`src/rtl/conv_layer_ctrl.sv`:
```
// Convolution-layer sequencer: scans (col,row,ch) output positions, issues window
// requests under a credit limit and writes returned ReLU results in raster order.
module conv_layer_ctrl #(
    parameter  int IMG_W        = 28,
    parameter  int IMG_H        = 28,
    parameter  int K            = 3,
    parameter  int OUT_CH       = 6,
    parameter  int MAX_INFLIGHT = 4,
    parameter  int ADDR_W       = 12,
    localparam int OUT_W        = IMG_W - K + 1,
    localparam int OUT_H        = IMG_H - K + 1,
    localparam int COL_W        = (OUT_W > 1) ? $clog2(OUT_W) : 1,
    localparam int ROW_W        = (OUT_H > 1) ? $clog2(OUT_H) : 1,
    localparam int CH_W         = (OUT_CH > 1) ? $clog2(OUT_CH) : 1,
    localparam int DATA_W       = 22
) (
    input  logic                     clk,
    input  logic                     rstn,
    input  logic                     start,
    output logic                     busy,
    output logic                     done,
    output logic                     err,
    input  logic                     eng_ready,
    output logic                     win_valid,
    output logic [COL_W-1:0]         win_col,
    output logic [ROW_W-1:0]         win_row,
    output logic [CH_W-1:0]          win_ch,
    input  logic                     relu_valid,
    input  logic signed [DATA_W-1:0] relu_data,
    output logic                     wr_en,
    output logic [ADDR_W-1:0]        wr_addr,
    output logic signed [DATA_W-1:0] wr_data
);

    localparam int TOTAL = OUT_CH * OUT_W * OUT_H;
    localparam int IF_W  = $clog2(MAX_INFLIGHT + 1);

    localparam logic [COL_W-1:0]  COL_LAST  = COL_W'(OUT_W - 1);
    localparam logic [ROW_W-1:0]  ROW_LAST  = ROW_W'(OUT_H - 1);
    localparam logic [CH_W-1:0]   CH_LAST   = CH_W'(OUT_CH - 1);
    localparam logic [ADDR_W-1:0] ADDR_LAST = ADDR_W'(TOTAL - 1);
    localparam logic [IF_W-1:0]   IF_MAX    = IF_W'(MAX_INFLIGHT);

    typedef enum logic [1:0] {
        IDLE,
        ISSUE,
        DRAIN,
        DONE
    } state_t;

    state_t             state;
    state_t             state_nxt;
    logic [COL_W-1:0]   col;
    logic [ROW_W-1:0]   row;
    logic [CH_W-1:0]    ch;
    logic [ADDR_W-1:0]  wr_cnt;
    logic [IF_W-1:0]    inflight;

    logic issue;
    logic ret;
    logic spurious;
    logic accept;
    logic last_pos;
    logic last_wr;

    always_ff @(posedge clk or negedge rstn) begin
        if (!rstn) begin
            state <= IDLE;
        end else begin
            state <= state_nxt;
        end
    end

    // Returns are counted against in-flight credits in every state, so a
    // result with nothing outstanding is flagged instead of written.
    always_comb begin
        issue     = (state == ISSUE) && eng_ready && (inflight < IF_MAX);
        ret       = relu_valid && (inflight != '0);
        spurious  = relu_valid && (inflight == '0);
        accept    = (state == IDLE) && start;
        last_pos  = (col == COL_LAST) && (row == ROW_LAST) && (ch == CH_LAST);
        last_wr   = ret && (wr_cnt == ADDR_LAST);
        state_nxt = state;
        case (state)
            IDLE:    if (start) state_nxt = ISSUE;
            ISSUE:   if (issue && last_pos) state_nxt = DRAIN;
            DRAIN:   if (last_wr) state_nxt = DONE;
            DONE:    state_nxt = IDLE;
            default: state_nxt = IDLE;
        endcase
    end

    always_ff @(posedge clk or negedge rstn) begin
        if (!rstn) begin
            col <= '0;
            row <= '0;
            ch  <= '0;
        end else if (accept) begin
            col <= '0;
            row <= '0;
            ch  <= '0;
        end else if (issue) begin
            if (col == COL_LAST) begin
                col <= '0;
                if (row == ROW_LAST) begin
                    row <= '0;
                    ch  <= (ch == CH_LAST) ? '0 : ch + 1'b1;
                end else begin
                    row <= row + 1'b1;
                end
            end else begin
                col <= col + 1'b1;
            end
        end
    end

    always_ff @(posedge clk or negedge rstn) begin
        if (!rstn) begin
            inflight <= '0;
            wr_cnt   <= '0;
            err      <= 1'b0;
        end else if (accept) begin
            inflight <= '0;
            wr_cnt   <= '0;
            err      <= 1'b0;
        end else begin
            case ({issue, ret})
                2'b10:   inflight <= inflight + 1'b1;
                2'b01:   inflight <= inflight - 1'b1;
                default: inflight <= inflight;
            endcase
            if (ret) wr_cnt <= wr_cnt + 1'b1;
            if (spurious) err <= 1'b1;
        end
    end

    // Output register stage: window request and buffer write, one cycle after the decision edge.
    always_ff @(posedge clk or negedge rstn) begin
        if (!rstn) begin
            busy      <= 1'b0;
            done      <= 1'b0;
            win_valid <= 1'b0;
            win_col   <= '0;
            win_row   <= '0;
            win_ch    <= '0;
            wr_en     <= 1'b0;
            wr_addr   <= '0;
            wr_data   <= '0;
        end else begin
            busy      <= (state_nxt == ISSUE) || (state_nxt == DRAIN);
            done      <= (state_nxt == DONE);
            win_valid <= issue;
            wr_en     <= ret;
            if (issue) begin
                win_col <= col;
                win_row <= row;
                win_ch  <= ch;
            end
            if (ret) begin
                wr_addr <= wr_cnt;
                wr_data <= relu_data;
            end
        end
    end

endmodule

```
`config.mk`:
```
export PLATFORM = sky130hd
export DESIGN_NAME = conv_layer_ctrl
export DESIGN_NICKNAME = d
export VERILOG_FILES = /design/src/rtl/conv_layer_ctrl.sv
export SDC_FILE = /design/constraint.sdc
export NUM_CORES = 1
export LEC_CHECK = 0
export BUFFER_PORTS_ARGS = -buffer_cell sky130_fd_sc_hd__buf_2
export CAP_MARGIN = 25
export CORE_AREA = 2 2 114 116
export DETAILED_ROUTE_END_ITERATION = 10
export DIE_AREA = 0 0 116 118
export PLACE_DENSITY = 0.45
export SYNTH_ARGS = -nofsm -noshare
export SYNTH_HDL_FRONTEND = slang
export SYNTH_SLANG_ARGS = --single-unit
export TNS_END_PERCENT = 100
```
`constraint.sdc`:
```
create_clock -name clk -period 2.2 [get_ports clk]
set_input_delay 0.44 -clock clk [delete_from_list [all_inputs] [get_ports clk]]
set_output_delay 0.44 -clock clk [all_outputs]
set_load 0.05 [all_outputs]
```
==> results by group, run 1 <==
Run status
  • Status: finished, final reports clean

Route
  • DRC: 0
  • Vias: 2,736
  • Pre-antenna DRT Iters: 4
  • Iter 0 DRT Violations: 103
  • Drt via density: 4.371
  • Total Routed Length: 7.984 mm
  • Antenna Violating Nets Remaining: 0
  • Per-cell routed wire length: 12.75 µm

Logic synthesis
  • Yosys reg bits: 82
  • Sequential area share after synthesis: 58.24%
  • Yosys cell types: 43
  • Syn Area/Cell: 9.600 µm²
  • Synth area leaders: dfrtp_1 (58%), nand2_1 (15%), nor2_1 (2.5%)
  • Top cell type's share of synthesized area: 58.24%
  • Synth area leader: dfrtp_1
  • Commonest register cell after synthesis: dfrtp_1
  • Syn nets: 401
  • Warnings from Yosys: 0
  • Synthesized netlist cell count: 367
  • FFs w/ async S/R, synth: 100.0%
  • Post-Syn Area: 3523 µm²
  • EDFF count, synth: 0

Finish
  • Final Instance Area: 4456 µm²
  • Share of post-route cells with drive strength above 1: 24.89%
  • Most frequent cells in the layout: nand2_1 (144), dfrtp_1 (82), buf_2 (77)
  • Most common cell after layout, fill and taps aside: nand2_1
  • Nets: 483
  • Final core occ: 35.89%
  • Ant diodes: 0
  • Area Overhead vs Synth: 26.46%

Clocking
  • Post-CTS Resized: 0
  • H-tree Lvls: 3
  • Clock Sinks: 82
  • Worst-path clk slew: 0.06 ns
  • CTS Hold Bufs: 0
  • Buffer count from post-CTS setup fixing: 0
  • CTS Root Cell: clkbuf_16
  • CTS Buffer Depth: 2
  • Worst-skew pair later-pin latency: 0.34 ns
  • CTS tree: built
  • CTS buffer count: 9

Worst setup path
  • Worst Path Required: 2.42 ns
  • Crit path max fanout: 7
  • Flop-to-flop setup slack: 0.25 ns
  • Worst r2r dst: busy
  • Worst path arrival time: 2.17 ns
  • Worst setup path category: reg2reg
  • Worst Setup Start Kind: flip-flop
  • Reg2reg start: row[1]
  • CP Capture Type: flip-flop
  • Worst reg2reg path depth: 7

STA
  • Setup Viol. Count Final: 0
  • Layout Skew: 0.003744 ns
  • Slew Viols, Final: 0
  • RSZ-0062 raised after global routing: false
  • Period utilization: 88.44%
  • FMAX: 513.9 MHz
  • Slew @ Worst Pin: 0.6075 ns
  • Hold Violations, Final: 0
  • Relative slew slack: 59.44%
  • Min cycle time layout: 1.946 ns
  • TNS Setup: 0 ns

Die
  • Die height: 118 µm
  • Die Width: 116 µm
  • Io pins: 79
  • Core area: 12,410 µm²
  • Die area: 13,690 µm²
  • Placement Rows: 41
  • Initial core utilization: 28.38%

Global route
  • First-pass GRT wire length: 13.81 mm
  • Antenna violations before repair: 0
  • Vias in the first global route: 2,835
  • Tot GR Track Use: 12.86%
  • Global route total overflow: 0
  • Largest net degree at the start of global routing: 40

Placed design
  • Placed inst area: 4135 µm²
  • HPWL after detailed placement: 5.513 mm
  • Buffers on Ports: 78
  • Final GP Congestion: 0.7412

Power
  • PD cells: 1335 nW/µm²
  • Leak: 2.281 nW
  • Peak VDD IR: 0.0005304 V

Job
  • Max-cap violations: 0

Hold path
  • Hold Path Class: in2async
-- cell families after synthesis --
group	synth area share [%]
compound gates	6.356
xor+xnor	3.232
fa+ha+maj	2.699
buf+inv	3.267
flops	58.24
mux	0.2841
simple gates	25.92
-- metal layers --
| layer | GRT usage (%) | share of wire (%) | up-vias |
|---|---|---|---|
| li1 | - | - | 1370 |
| met1 | 17.57 | 50 | 1290 |
| met2 | 18.75 | 43 | 67 |
| met3 | 3.759 | 5.8 | 9 |
| met4 | 5.804 | 1.6 | 0 |
| met5 | 0 | 0 | - |
-- worst max path at each step --
| stage | startpoint | to | cells after the start |
|---|---|---|---|
| 3_5_place_dp | row[1] | busy | 7 |
| 4_1_cts | row[1] | busy | 7 |
| 6_report | row[1] | busy | 7 |
| 2_1_floorplan | inflight[2] | inflight[2] | 9 |
| 5_1_grt | row[1] | busy | 7 |
| 3_3_place_gp | row[1] | busy | 7 |
-- per-stage QoR --
| step | power, mW | hold WS [ns] | worst slack (ns) | instances |
|---|---|---|---|---|
| final | 5.946 | 0.07238 | 0.2542 | 626 |
| after global routing | 6.343 | 0.1120 | 0.04634 | 626 |
| after CTS | 6.048 | 0.09237 | 0.2363 | 626 |
| after detailed placement | 4.387 | 0.4576 | 0.2548 | 610 |
| after global placement | 4.376 | 0.4534 | 0.3029 | 610 |
| after floorplan | 3.836 | 0.1444 | 0.007883 | 367 |
-- synth_stat cells, drive strengths merged, types with 5 or more instances --
master and count:
a21oi 8, buf 15, dfrtp 82, ha 6, inv 5, nand2 144
nand3 5, nand4 5, nor2 23, nor3 13, o21ai 10, xnor2 9
-- power breakdown --
| part | total, mW | switching (mW) | internal [mW] |
|---|---|---|---|
| logic | 2.08 | 1.54 | 0.542 |
| registers | 2.25 | 0.341 | 1.90 |
| clock network | 1.62 | 0.595 | 1.02 |
-- flip-flops by register name (all words and copies together), names as in the netlist, 2 cells and up --
name and count:
ch 3, col 5, inflight 3, row 5
state 2, win_ch 3, win_col 5, win_row 5
wr_addr 12, wr_cnt 12, wr_data 22
-- cell type report --
cell class | instances | area, µm²
inverters | 5 | 18.77
repair buffers | 89 | 488.0
flip-flops and latches | 82 | 2052
fillers | 1313 | 7959
multi-input cells | 262 | 1361
clock inverters | 5 | 77.57
well taps | 172 | 215.2
clock buffers | 11 | 242.7
-- critical path, cell delays in order (launching register included) --
cell,delay [ns]
dfrtp_1,0.41
inv_1,0.08
ha_1,0.13
and4b_1,0.38
nand4_4,0.16
o21ai_0,0.26
o31ai_1,0.12
ha_1,0.29
Power figures use the tool's default switching activity.
==> run 2, diff against run 1 <==
--- a/config.mk
+++ b/config.mk
@@ -11,6 +11,7 @@
 export DETAILED_ROUTE_END_ITERATION = 10
 export DIE_AREA = 0 0 116 118
 export PLACE_DENSITY = 0.45
+export REMOVE_ABC_BUFFERS = 1
 export SYNTH_ARGS = -nofsm -noshare
 export SYNTH_HDL_FRONTEND = slang
 export SYNTH_SLANG_ARGS = --single-unit
==> run 2 against run 1 <==
- first-iteration DRC count down 17%
- flip-flop and latch count unchanged
- sequential share of layout area grew 0.27 points
- wire length is 1.3% lower
- clock skew rose by 0.0041 ns
- combinational power barely moved
- critical endpoint is now inflight[2]
- core utilization fell by 0.21 points
- register-to-register slack worse by 0.04 ns
- largest power group unchanged
==> results by group, run 2 (synthesis gave the netlist of run 1 again) <==
Run status
  • Status: finished, final reports clean (unchanged)

Job
  • Max-cap violations: 0 (unchanged)

Worst setup path
  • Worst path arrival time: 2.19 ns (was 2.17 ns)
  • Crit path max fanout: 9 (was 7)
  • Worst setup path category: reg2reg (unchanged)
  • Crit-path cells: nand4bb_1 -> inv_4 -> nor2_1 -> fa_1 -> nor3_1 -> o21ai_1 -> nor3b_1 (was inv_1 -> ha_1 -> and4b_1 -> nand4_4 -> o21ai_0 -> o31ai_1 -> ha_1)
  • Worst Setup Start Kind: flip-flop (unchanged)
  • CP Capture Type: flip-flop (unchanged)
  • Worst r2r dst: inflight[2] (was busy)
  • Worst reg2reg path depth: 7 (unchanged)
  • Worst setup endpoint: inflight[2] (was busy)
  • Worst setup startpoint: inflight[2] (was row[1])
  • Flop-to-flop setup slack: 0.21 ns (was 0.25 ns)
  • Reg2reg start: inflight[2] (was row[1])
  • Worst path max stage delay: 0.46 ns (was 0.41 ns)
  • Crit path max-delay cell type: dfrtp_1 (unchanged)
  • Worst Path Required: 2.40 ns (was 2.42 ns)

Placed design
  • Final GP Congestion: 0.7658 (was 0.7412)
  • DP Cell Count: 609 (was 610)
  • HPWL after detailed placement: 5.437 mm (was 5.513 mm)
  • Placed inst area: 4140 µm² (was 4135 µm²)
  • Buffers on Ports: 78 (unchanged)
  • Setup WS pre-CTS: 0.2117 ns (was 0.2548 ns)

Finish
  • Largest Register: wr_data (unchanged)
  • Max reg flops: 22 (unchanged)
  • Nets: 482 (was 483)
  • Fillers: 1,355 (was 1,313)
  • Final Instance Area: 4429 µm² (was 4456 µm²)
  • Area Overhead vs Synth: 25.71% (was 26.46%)
  • Most common cell after layout, fill and taps aside: nand2_1 (unchanged)
  • Post-route non-filler standard cell count: 624 (was 626)
  • Most frequent cells in the layout: nand2_1 (144), dfrtp_1 (82), buf_2 (77) (unchanged)
  • Regs by FF count: wr_data (22), wr_addr (12), wr_cnt (12) (unchanged)
  • Share of post-route cells with drive strength above 1: 24.34% (was 24.89%)
  • Ant diodes: 0 (unchanged)

Route
  • Pre-antenna DRT Iters: 4 (unchanged)
  • Vias: 2,722 (was 2,736)
  • Iter 0 DRT Violations: 85 (was 103)
  • Total Routed Length: 7.884 mm (was 7.984 mm)
  • Per-cell routed wire length: 12.63 µm (was 12.75 µm)
  • Drt via density: 4.362 (was 4.371)
  • DRC: 0 (unchanged)
  • Antenna Violating Nets Remaining: 0 (unchanged)

Die
  • Io pins: 79 (unchanged)
  • Die Width: 116 µm (unchanged)
  • Die area: 13,690 µm² (unchanged)
  • Core area: 12,410 µm² (unchanged)
  • Initial core utilization: 28.38% (unchanged)
  • Placement Rows: 41 (unchanged)
  • Die height: 118 µm (unchanged)

Global route
  • Tot GR Track Use: 12.45% (was 12.86%)
  • Vias in the first global route: 2,684 (was 2,835)
  • First-pass GRT wire length: 13.43 mm (was 13.81 mm)
  • Largest net degree at the start of global routing: 45 (was 40)
  • Global route total overflow: 0 (unchanged)
  • Antenna violations before repair: 0 (unchanged)

Clocking
  • Buffer count from post-CTS setup fixing: 0 (unchanged)
  • Clock Sinks: 82 (unchanged)
  • Worst-path clk slew: 0.06 ns (about the same)
  • H-tree Lvls: 3 (unchanged)
  • CTS Root Cell: clkbuf_16 (unchanged)
  • CTS Buffer Depth: 2 (unchanged)
  • Worst-skew pair later-pin latency: 0.33 ns (was 0.34 ns)
  • CTS buffer count: 9 (unchanged)
  • CTS tree: built (unchanged)

STA
  • Min cycle time layout: 1.990 ns (was 1.946 ns)
  • Hold Violations, Final: 0 (unchanged)
  • Slew @ Worst Pin: 0.6316 ns (was 0.6075 ns)
  • RSZ-0062 raised after global routing: false (unchanged)
  • Final hold slack: 0.1214 ns (was 0.07238 ns)
  • Final worst slack: 0.2103 ns (was 0.2542 ns)
  • Slew Viols, Final: 0 (unchanged)
  • FMAX: 502.6 MHz (was 513.9 MHz)
  • Layout Skew: 0.007837 ns (was 0.003744 ns)
  • Relative slew slack: 57.83% (was 59.44%)
  • Period utilization: 90.44% (was 88.44%)
  • Setup Viol. Count Final: 0 (unchanged)

Power
  • Peak VDD IR: 0.0004308 V (was 0.0005304 V)
  • PD cells: 1311 nW/µm² (was 1335 nW/µm²)
  • PnR Total Power: 5.808 mW (was 5.946 mW)
  • Leak: 2.267 nW (was 2.281 nW)

Hold path
  • Hold Path Class: in2async (unchanged)
run 2: repair_timing:
action / CTS / global route
setup endpoints to repair: 0 / 1
hold buffers: 0 / 0
resized for setup: 0 / 1
run 2: how the worst min path moves through the flow:
| stage | end | depth (start not counted) | slack (ns) |
|---|---|---|---|
| after detailed placement | wr_data[20] | 2 | 0.46 |
| final | win_row[0] | 1 | 0.12 |
| after global placement | wr_data[8] | 2 | 0.45 |
| after global routing | win_row[0] | 1 | 0.18 |
| after floorplan | busy | 0 | 0.14 |
| after CTS | wr_cnt[3] | 1 | 0.16 |
run 2: power breakdown:
part / leakage, nW / internal, mW / switching, mW
logic: 1.08 / 0.542 / 1.54
clock network: 0.142 / 0.901 / 0.571
registers: 1.04 / 1.90 / 0.353
total: 2.27 / 3.35 / 2.46
run 2: metal layers:
layer	global-route usage [%]	part of all wire [%]	vias to the layer above
li1	-	-	1373
met1	17.88	50	1301
met2	17.98	44	39
met3	3.450	4.2	9
met4	4.241	1.6	0
met5	0	0	-
run 2: per-stage QoR:
step	setup TNS [ns]	util [%]
CTS	0	35.66
global route	0	35.68
finish	0	35.68
global placement	0	33.35
detailed placement	0	33.35
floorplan	-9.456	-
run 2: critical path: cells and delay by family, from the launching register on:
| kind | cells | cell delay (ns) |
|---|---|---|
| compound gates | 1 | 0.09 |
| fa+ha+maj | 1 | 0.37 |
| flops | 1 | 0.46 |
| buf+inv | 1 | 0.16 |
| simple gates | 4 | 0.79 |
run 2: cell type report:
| type | instances | area [µm²] | share of cell area [%] |
|---|---|---|---|
| timing repair buffer | 88 | 493.0 | 11.13 |
| multi-input combinational | 262 | 1361 | 30.73 |
| clock buffer | 12 | 246.5 | 5.565 |
| inverter | 5 | 21.27 | 0.4802 |
| tap | 172 | 215.2 | 4.859 |
| clock inverter | 3 | 40.04 | 0.9040 |
| sequential | 82 | 2052 | 46.33 |
==> run 3, diff against run 2 <==
--- a/config.mk
+++ b/config.mk
@@ -10,7 +10,7 @@
 export CORE_AREA = 2 2 114 116
 export DETAILED_ROUTE_END_ITERATION = 10
 export DIE_AREA = 0 0 116 118
-export PLACE_DENSITY = 0.45
+export PLACE_DENSITY = 0.5
 export REMOVE_ABC_BUFFERS = 1
 export SYNTH_ARGS = -nofsm -noshare
 export SYNTH_HDL_FRONTEND = slang
==> run 3 against run 2 <==
- critical path depth unchanged
- final cell count decreased by 0.32%
- via count decreased by 0.66%
- global-route usage decreased by 0.19 points
- largest cell class unchanged
- design area decreased by 0.65%
- flip-flop and latch count unchanged
- worst hold slack improved by 0.18 ns
==> results by group, run 3 (synthesis gave the netlist of run 1 again) <==
Global route
  • Tot GR Track Use: 12.26% (was 12.45%)
  • Antenna violations before repair: 0 (unchanged)
  • Vias in the first global route: 2,697 (was 2,684)
  • Global route total overflow: 0 (unchanged)
  • Largest net degree at the start of global routing: 64 (was 45)
  • First-pass GRT wire length: 13.38 mm (was 13.43 mm)

Die
  • Die height: 118 µm (unchanged)
  • Io pins: 79 (unchanged)
  • Initial core utilization: 28.38% (unchanged)
  • Core area: 12,410 µm² (unchanged)
  • Die area: 13,690 µm² (unchanged)
  • Placement Rows: 41 (unchanged)
  • Die Width: 116 µm (unchanged)

Clocking
  • CTS Root Cell: clkbuf_16 (unchanged)
  • Worst-skew pair later-pin latency: 0.33 ns (about the same)
  • Worst-path clk slew: 0.06 ns (about the same)
  • CTS buffer count: 9 (unchanged)
  • H-tree Lvls: 3 (unchanged)
  • Clock Sinks: 82 (unchanged)
  • CTS Buffer Depth: 2 (unchanged)
  • CTS tree: built (unchanged)
  • Buffer count from post-CTS setup fixing: 0 (unchanged)

Hold path
  • Hold Path Class: in2reg (was in2async)

Worst setup path
  • Crit path max fanout: 14 (was 9)
  • Crit-path cells: nand4bb_1 -> inv_4 -> nor2_1 -> fa_1 -> nor3_1 -> o21ai_1 -> nor3b_1 (unchanged)
  • CP delay by family, top: simple AND/OR/NAND/NOR gates (unchanged)
  • Worst path arrival time: 2.22 ns (was 2.19 ns)
  • Worst path max stage delay: 0.46 ns (about the same)
  • CP bufs+invs: 1 (unchanged)
  • Worst Setup Start Kind: flip-flop (unchanged)
  • CP Capture Type: flip-flop (unchanged)
  • Worst Path Required: 2.40 ns (about the same)
  • Crit path max-delay cell type: dfrtp_1 (unchanged)
  • Worst setup path category: reg2reg (unchanged)

STA
  • Final worst slack: 0.1896 ns (was 0.2103 ns)
  • Slew Viols, Final: 0 (unchanged)
  • Layout Skew: 0.004591 ns (was 0.007837 ns)
  • TNS Setup: 0 ns (unchanged)
  • Relative slew slack: 58.77% (was 57.83%)
  • Final hold slack: 0.2985 ns (was 0.1214 ns)
  • Hold Violations, Final: 0 (unchanged)
  • Period utilization: 91.38% (was 90.44%)
  • Slew @ Worst Pin: 0.6175 ns (was 0.6316 ns)
  • Setup Viol. Count Final: 0 (unchanged)
  • FMAX: 497.4 MHz (was 502.6 MHz)
  • RSZ-0062 raised after global routing: false (unchanged)
  • Min cycle time layout: 2.010 ns (was 1.990 ns)

Route
  • DRC: 0 (unchanged)
  • Total Routed Length: 7.771 mm (was 7.884 mm)
  • Iter 0 DRT Violations: 112 (was 85)
  • Drt via density: 4.347 (was 4.362)
  • Pre-antenna DRT Iters: 4 (unchanged)
  • Per-cell routed wire length: 12.49 µm (was 12.63 µm)
  • Antenna Violating Nets Remaining: 0 (unchanged)
  • Vias: 2,704 (was 2,722)

Finish
  • Share of post-route cells with drive strength above 1: 23.78% (was 24.34%)
  • Max reg flops: 22 (unchanged)
  • Ant diodes: 0 (unchanged)
  • Nets: 481 (was 482)
  • Fillers: 1,324 (was 1,355)
  • Most common cell after layout, fill and taps aside: nand2_1 (unchanged)
  • Largest Register: wr_data (unchanged)
  • Final core occ: 35.45% (was 35.68%)
  • Most frequent cells in the layout: nand2_1 (144), dfrtp_1 (82), buf_2 (77) (unchanged)
  • Area Overhead vs Synth: 24.89% (was 25.71%)
  • Regs by FF count: wr_data (22), wr_addr (12), wr_cnt (12) (unchanged)

Power
  • PnR Total Power: 5.751 mW (was 5.808 mW)
  • Leak: 2.246 nW (was 2.267 nW)
  • PD cells: 1307 nW/µm² (was 1311 nW/µm²)
  • Peak VDD IR: 0.0005639 V (was 0.0004308 V)

Placed design
  • Final GP Congestion: 0.7286 (was 0.7658)
  • HPWL after detailed placement: 5.276 mm (was 5.437 mm)
  • Setup WS pre-CTS: 0.1543 ns (was 0.2117 ns)
  • Buffers on Ports: 78 (unchanged)

Job
  • Max-cap violations: 0 (unchanged)

Run status
  • Status: finished, final reports clean (unchanged)
==> run 3: cell count changes in the layout (fill, tap and decap cells not counted) <==
cell | before | now
buf_12 | 2 | 1
buf_4 | 9 | 8
clkbuf_8 | 1 | 0
clkinv_2 | 2 | 1
clkinvlp_4 | 0 | 1
dlygate4sd3_1 | 0 | 1
==> run 3: per-stage QoR <==
step | instance area [µm²] | instances
floorplan | 3427 | 349
global placement | 4113 | 607
detailed placement | 4113 | 607
CTS | 4398 | 622
global route | 4400 | 622
finish | 4400 | 622
==> run 3: worst reg2reg max path: cells and delay by family (launching register included) <==
kind / cells / cell delay, ns
AO/OA/AOI/OAI: 1 / 0.08
adder cells (fa/ha/maj): 1 / 0.37
buffers and inverters: 1 / 0.20
flip-flops: 1 / 0.46
AND/OR/NAND/NOR: 4 / 0.78
==> run 3: where the power goes <==
| group | internal, mW | switching [mW] |
|---|---|---|
| Sequential | 1.90 | 0.353 |
| Clock | 0.865 | 0.563 |
| Combinational | 0.531 | 1.53 |
| Total | 3.30 | 2.45 |
==> run 3: metal layers <==
layer	share of wire (%)	vias to the layer above	GRT usage [%]	wire, µm
met2	48	35	19.70	3739
met4	1.6	0	4.688	121
met3	3.8	9	3.038	294
li1	-	1359	-	-
met5	0	-	0	0
met1	47	1301	15.81	3615
==> run 3: worst paths after layout <==
| kind | depth (start not counted) | from | end | slack [ns] |
|---|---|---|---|---|
| worst min-delay path | 3 | relu_data[16] | wr_data[16] | 0.30 |
| min in group asynchronous | 2 | rstn | win_row[3] | 0.53 |
| worst max-delay path | 7 | inflight[2] | inflight[2] | 0.19 |
| max in group asynchronous | 3 | rstn | wr_addr[5] | 1.04 |
| worst max register to register | 7 | inflight[2] | inflight[2] | 0.19 |
| worst min register to register | 2 | win_col[2] | win_col[2] | 0.46 |
==> run 3: area by class of cell <==
cell class / instances / area, µm² / area share, %
Clock buffer: 11 / 232.7 / 5.289
Inverter: 5 / 21.27 / 0.4834
Clock inverter: 3 / 42.54 / 0.9667
Sequential cell: 82 / 2052 / 46.63
Multi-Input combinational cell: 262 / 1361 / 30.94
Timing Repair Buffer: 87 / 475.5 / 10.80
Tap cell: 172 / 215.2 / 4.891
==> run 3: repair_timing <==
item / in CTS / in global routing
endpoints found under the hold margin: 19 / 0
resized for setup: 0 / 1
hold buffers: 1 / 0
endpoints found under the setup margin: 0 / 1
